### src/rtl/cfg_arbiter.sv
// Two-requester round-robin front end for the APB configuration bridge.
// Serialises register transfers from the host and the reload sequencer onto one M-side port.
module cfg_arbiter #(
   parameter int unsigned ADDR_WIDTH  = 7,
   parameter int unsigned COEFF_WIDTH = 20,
   parameter int unsigned PDATA_WIDTH = 32,
   parameter int unsigned COMP        = 4,
   parameter int unsigned XFER_CYCLES = 3
) (
   input  logic                          clk,
   input  logic                          rst,
   input  logic                          req0,
   input  logic                          req1,
   input  logic                          wr0,
   input  logic                          wr1,
   input  logic [COMP-1:0]               sel0,
   input  logic [COMP-1:0]               sel1,
   input  logic [ADDR_WIDTH-1:0]         addr0,
   input  logic [ADDR_WIDTH-1:0]         addr1,
   input  logic signed [COEFF_WIDTH-1:0] wdata0,
   input  logic signed [COEFF_WIDTH-1:0] wdata1,
   output logic                          ack0,
   output logic                          ack1,
   output logic [PDATA_WIDTH-1:0]        rdata0,
   output logic [PDATA_WIDTH-1:0]        rdata1,
   output logic                          MTRANS,
   output logic                          MWRITE,
   output logic [COMP-1:0]               MSELx,
   output logic [ADDR_WIDTH-1:0]         MADDR,
   output logic [COEFF_WIDTH-1:0]        MWDATA,
   input  logic [PDATA_WIDTH-1:0]        MRDATA,
   output logic                          busy
);

   localparam int unsigned CNT_WIDTH = $clog2(XFER_CYCLES + 1);
   localparam logic [CNT_WIDTH-1:0] CNT_LAST = CNT_WIDTH'(XFER_CYCLES - 1);

   typedef enum logic [1:0] {
      IDLE  = 2'd0,
      ISSUE = 2'd1,
      WAIT  = 2'd2,
      DONE  = 2'd3
   } state_t;

   state_t                 state;
   logic [CNT_WIDTH-1:0]   wait_cnt;
   logic                   last_gnt;
   logic                   gnt;
   logic                   null_hold;

   logic                   pick1;
   logic                   win_wr;
   logic [COMP-1:0]        win_sel;
   logic [ADDR_WIDTH-1:0]  win_addr;
   logic [COEFF_WIDTH-1:0] win_wdata;

   // Round-robin pick: a lone requester wins, a tie goes to whoever was not granted last.
   always_comb begin
      pick1     = req1 && (!req0 || !last_gnt);
      win_wr    = pick1 ? wr1 : wr0;
      win_sel   = pick1 ? sel1 : sel0;
      win_addr  = pick1 ? addr1 : addr0;
      win_wdata = pick1 ? COEFF_WIDTH'(wdata1) : COEFF_WIDTH'(wdata0);
   end

   always_ff @(posedge clk) begin
      if (rst) begin
         state     <= IDLE;
         wait_cnt  <= '0;
         last_gnt  <= 1'b1;
         gnt       <= 1'b0;
         null_hold <= 1'b0;
         ack0      <= 1'b0;
         ack1      <= 1'b0;
         rdata0    <= '0;
         rdata1    <= '0;
         MTRANS    <= 1'b0;
         MWRITE    <= 1'b0;
         MSELx     <= '0;
         MADDR     <= '0;
         MWDATA    <= '0;
         busy      <= 1'b0;
      end else begin
         ack0   <= 1'b0;
         ack1   <= 1'b0;
         MTRANS <= 1'b0;
         unique case (state)
            IDLE: begin
               if (req0 || req1) begin
                  gnt      <= pick1;
                  last_gnt <= pick1;
                  busy     <= 1'b1;
                  // A null select skips the bridge; DONE is held one extra cycle so ack timing is fixed.
                  if (win_sel == '0) begin
                     state     <= DONE;
                     null_hold <= 1'b1;
                  end else begin
                     state  <= ISSUE;
                     MTRANS <= 1'b1;
                     MWRITE <= win_wr;
                     MSELx  <= win_sel;
                     MADDR  <= win_addr;
                     MWDATA <= win_wdata;
                  end
               end
            end
            ISSUE: begin
               state    <= WAIT;
               wait_cnt <= '0;
            end
            WAIT: begin
               if (wait_cnt == CNT_LAST) begin
                  state <= DONE;
                  MSELx <= '0;
                  ack0  <= !gnt;
                  ack1  <= gnt;
                  if (!MWRITE) begin
                     if (gnt) rdata1 <= MRDATA;
                     else     rdata0 <= MRDATA;
                  end
               end else begin
                  wait_cnt <= wait_cnt + CNT_WIDTH'(1);
               end
            end
            DONE: begin
               if (null_hold) begin
                  null_hold <= 1'b0;
                  ack0      <= !gnt;
                  ack1      <= gnt;
               end else begin
                  state <= IDLE;
                  busy  <= 1'b0;
               end
            end
            default: begin
               state <= IDLE;
               busy  <= 1'b0;
            end
         endcase
      end
   end

endmodule

### config.mk
export PLATFORM = sky130hd
export DESIGN_NAME = cfg_arbiter
export DESIGN_NICKNAME = d
export VERILOG_FILES = /design/src/rtl/cfg_arbiter.sv
export SDC_FILE = /design/constraint.sdc
export NUM_CORES = 1
export LEC_CHECK = 0
export CORE_MARGIN = 2
export CORE_UTILIZATION = 35
export CTS_CLUSTER_DIAMETER = 30
export CTS_CLUSTER_SIZE = 30
export DETAILED_ROUTE_END_ITERATION = 16
export MAX_ROUTING_LAYER = met4
export PLACE_DENSITY = 0.76
export SLEW_MARGIN = 10
export SYNTH_ARGS = -nofsm -noshare
export SYNTH_HDL_FRONTEND = slang
export SYNTH_SLANG_ARGS = --single-unit
### constraint.sdc
create_clock -name clk -period 1.7 [get_ports clk]
set_input_delay 0.255 -clock clk [delete_from_list [all_inputs] [get_ports clk]]
set_output_delay 0.255 -clock clk [all_outputs]
set_load 0.05 [all_outputs]
Word level (Yosys, flattened, before mapping)
Index checks and enable logic that the tools add are counted.
{"block": "word_totals", "regBits": 107, "latchBits": 0, "ramBits": 0, "romBits": 0, "input_bits": 100, "out_inout_bits": 100, "elab_cells": 80, "memories": 0}
{"block": "op_classes", "addsub": 1, "n_mul": 0, "div_mod_pow": 0, "magnitude_cmp": 0, "eq_ne": 10, "n_shift": 0, "n_mux": 28, "n_bitwise": 5, "reduce_logical": 21}
{"op": "$mux W20", "count": 1}
{"op": "$mux W4", "count": 4}
{"op": "$ne A2 B2 Y1 const B", "count": 6}
{"op": "$reduce_and A3 Y1", "count": 4}
{"op": "$reduce_and A4 Y1", "count": 3}
{"op": "$mux W1", "count": 10}
{"op": "$mux W2", "count": 5}
{"op": "$pmux W1 S2", "count": 4}
{"op": "$pmux W2 S4", "count": 1}
{"op": "$pmux W4 S2", "count": 1}
{"op": "$mux W7", "count": 1}
{"op": "$eq A2 B2 Y1 const B", "count": 3}
{"op": "$reduce_bool A2 Y1", "count": 3}
{"op": "$not A1 Y1", "count": 5}
{"op": "$logic_not A4 Y1", "count": 1}
{"op": "$pmux W2 S2", "count": 1}
{"op": "$reduce_and A2 Y1", "count": 2}
{"op": "$logic_not A1 Y1", "count": 3}
{"op": "$reduce_or A3 Y1", "count": 1}
{"op": "$add A2 B1 Y2 const B", "count": 1}
{"op": "$eq A2 B1 Y1 const B", "count": 1}
{"op": "$logic_not A2 Y1", "count": 1}
{"op": "$logic_or A1 B1 Y1", "count": 2}
{"op": "$logic_and A1 B1 Y1", "count": 1}

Longest topological paths before layout
{"block": "logic_depth", "word_depth": 8, "mapped_depth": 8}

Worst setup path after synthesis
No wires, ideal clock.
{"block": "synth_path", "path_kind": "register to register", "start": "register state[0]", "end": "register rdata0[0]", "setup_ns": 0.132, "t_arrival_ns": 1.488, "required_ns": 1.568, "path_slack_ns": 0.080, "stages_incl_launch_ff": 9, "path_buffers": 2, "period_less_slack_ns": 1.620, "cell_sequence": "dfxtp_1 -> inv_1 -> ha_1 -> nand2_1 -> or3_1 -> clkbuf_1 -> clkbuf_1 -> nand2_1 -> a21oi_1"}
{"block": "synth_between", "elab_chain_len": 2}
{"element": "from (decl)", "line": "45", "source": "state_t state;"}
{"element": "from (signal assigned)", "line": "68", "source": "state <= IDLE;"}
{"element": "from (signal assigned)", "line": "95", "source": "state <= DONE;"}
{"element": "from (signal assigned)", "line": "98", "source": "state <= ISSUE;"}
{"element": "$eq A2 B2 Y1", "line": "87", "source": "unique case (state)"}
{"element": "$reduce_and A4 Y1 (no source line)"}
{"element": "to (signal assigned)", "line": "75", "source": "rdata0 <= '0;"}
{"element": "to (signal assigned)", "line": "119", "source": "else rdata0 <= MRDATA;"}
{"element": "to (decl)", "line": "24", "source": "output logic [PDATA_WIDTH-1:0] rdata0,"}
No other way between the ends.
A chain may end at the register's enable or synchronous reset.

Worst setup path after layout
{"block": "layout_path", "start": "input sel0[2]", "end": "register MADDR[6]"}
{"block": "layout_between", "elab_chain_len": 4}
{"element": "from (decl)", "line": "16", "source": "input logic [COMP-1:0] sel0,"}
{"element": "$mux W4", "line": "61", "source": "win_sel = pick1 ? sel1 : sel0;"}
{"element": "$logic_not A4 Y1", "line": "94", "source": "if (win_sel == '0) begin"}
{"element": "$not A1 Y1 (no source line)"}
{"element": "$reduce_and A3 Y1 (no source line)"}
{"element": "to (signal assigned)", "line": "102", "source": "MADDR <= win_addr;"}
{"element": "to (decl)", "line": "29", "source": "output logic [ADDR_WIDTH-1:0] MADDR,"}
No other way between the ends.

==> metrics.cfg <==
[placed_design]
dpl-instance-area_um2=6331
place_congestion=0.7848
dp_hpwl_um=9053
dp.cells=824
port_buffers=199

[global_routing]
antenna_found_initial=0
grt-ovfl-total=0
met3_usage_pct=4.023
gr-max-usage-layer=met2
gr-usage-met1_pct=23.24
grt_pass1_wl_um=19690
grt_pass1_vias=4099
grtUsageTotal_pct=19.14
use_met2_pct=32.39
grt_max_degree=43

[setup_path]
r2r-start=state[0]$_SDFFE_PP0P_
endpoint=MADDR[6]$_SDFFE_PP0P_
reg2reg_to=rdata0[19]$_SDFFE_PP0P_
end_kind=register
arrival_ns=1.94
r2r_cells=7
critPathLaunchType=input port
crit_start=sel0[2]
crit_required_ns=1.94
crit_type=input port to register
ff2ff_setup_slack_ns=0.11
crit_path_max_fanout=22

[timing]
finalSetupTns_ns=0
finClkSkew_ns=0.008740
fin_crit_sh_pct=99.77
period_minus_slack_ns=1.696
fmax_mhz=589.6
hold_viol=0
drv_slew=0
finalSetupViolations=0
worst_pin_slew_ns=0.4107
worst_slew_margin_rel_pct=72.62

[clock_network]
cts.path.max_buffers=2
clkLatencyLatePin_ns=0.33
clockRootBuffer=clkbuf_16
cts_tree=yes
hold_buffers=0
cts-htree-levels=3
numCtsBuffers=9
cts_sinks=107
path_clk_slew_ns=0.07

[layout]
multi_input_area_um2=1981
stdcell_area_um2=6680
final_cells=841
nets=793
layout-drive-gt1-share_pct=24.21
fillCellCount=1040
n_antenna_cell=0
seqCellArea_um2=2142
area_growth_pct=56.43

[synthesis]
ys_types=33
yosysSeqAreaShare_pct=50.16
synth_cells=490
synth.most_common_cell=nand2_1
synthTopCellsByCount=nand2_1 (134), dfxtp_1 (107), a21oi_1 (97)
netlist.area_leader.share_pct=50.16
synth.avg_cell_area_um2=8.715
yosysWarnings=0
synth_nets=594
synth-edff-count=0
synth.largest_area_cell=dfxtp_1
synth-seq-cells=107
syn_area_um2=4270
async_flop_share_pct=0
synthFlopType=dfxtp_1
synth_area_leaders=dfxtp_1 (50%), nand2_1 (12%), a21oi_1 (11%)

[pwr]
powerDensity_nw_per_um2=1308
p_leak_nw=2.614
total_power_mw=8.740
peakVddDrop_uv=1090

[detailed_routing]
drt-pass1-iter-count=6
viasPerCell=4.998
detail-route-antenna-nets=0
wl_per_cell_um=14.71
finalWirelength_um=12370
num_vias=4203
drt_iter0_markers=326
drc_errors=0

[hold_path]
worstHoldPathCells=2
hp-class=input port to register
min-delay-start=rst

[job]
max_cap_viol_count=0

[floorplan]
initial_core_util_pct=35.70
die_w_um=114.5
rows=40
core_um2=11960
die_area_um2=13100
die_h_um=114.5
boundaryPins=200

[outcome]
status=complete, no violations

per-stage QoR:
stage                     util [%]  hold WS (ns)  worst slack, ns
final                        55.85        0.3263         0.003870
after global routing         55.85        0.3385         -0.05181
after CTS                    55.47        0.3147          0.01685
after detailed placement     52.93        0.4478          -0.3325
after global placement       52.93        0.4433          -0.2634
after floorplan                  -        0.3910          0.07962
how the worst min path moves through the flow:
stage	endpoint
3_3_place_gp	rdata1[6]$_SDFFE_PP0P_
5_1_grt	gnt$_SDFFE_PP0P_
4_1_cts	gnt$_SDFFE_PP0P_
6_report	gnt$_SDFFE_PP0P_
2_1_floorplan	rdata0[18]$_SDFFE_PP0P_
3_5_place_dp	rdata1[27]$_SDFFE_PP0P_
critical path, stage by stage:
cell	delay [ns]
clkdlybuf4s50_1	0.45
nor4_2	0.32
buf_4	0.17
mux2i_4	0.06
buf_12	0.15
and2_4	0.15
buf_12	0.15
a211oi_1	0.22
per-layer routing:
layer  vias up  part of all wire [%]
li1       2075                     -
met1      1941                    43
met2       175                    49
met3        12                   6.4
met4         0                   1.3
met5         -                     0
report_power, final:
part	internal [mW]	switching (mW)	total [mW]
combinational	1.40	2.14	3.54
sequential	2.86	0.259	3.12
clock	1.16	0.923	2.08
state kept, by name (all words and copies together), names as in the netlist:
signal and cells:
rdata0 32, rdata1 32, MWDATA 20, MADDR 7, MSELx 4, state 2
wait_cnt 2, MTRANS 1, MWRITE 1, ack0 1, ack1 1, busy 1
gnt 1, last_gnt 1, null_hold 1
cell type report:
class / instances / area share, %
flip-flops and latches: 107 / 32.07
repair buffers: 227 / 30.85
multi-input cells: 341 / 29.65
clock buffers: 10 / 3.428
well taps: 147 / 2.753
clock inverters: 6 / 1.086
inverters: 3 / 0.1686
kinds of logic after synthesis:
kind of cell,synth area share (%)
buf+inv,4.600
simple gates,15.50
compound gates,20.54
fa+ha+maj,1.172
flops,50.16
mux,8.028
placed cells by master (no fill, tap or decap), types with 2 or more instances in the layout:
cell type | synthesis | final
a211oi_1 | 20 | 17
a211oi_2 | 10 | 13
a21oi_1 | 97 | 97
a31oi_1 | 3 | 3
buf_12 | 0 | 8
buf_4 | 0 | 118
buf_6 | 3 | 3
clkbuf_16 | 0 | 9
clkdlybuf4s50_1 | 0 | 98
clkinv_4 | 0 | 2
dfxtp_1 | 107 | 107
ha_1 | 4 | 2
ha_2 | 0 | 2
inv_1 | 3 | 3
inv_6 | 0 | 2
mux2i_1 | 32 | 32
nand2_1 | 134 | 133
nor2_1 | 9 | 9
nor2b_1 | 4 | 3
nor3_1 | 3 | 2
o21ai_0 | 2 | 2
o2bb2ai_1 | 4 | 4
or3_1 | 2 | 2
what timing repair did:
item	in CTS	in global routing
setup endpoints to repair	3	70
cloned	0	0
resized for setup	1	9
setup buffers	0	1
endpoints found under the hold margin	0	0
No activity file was read; power rests on OpenSTA's default activity.
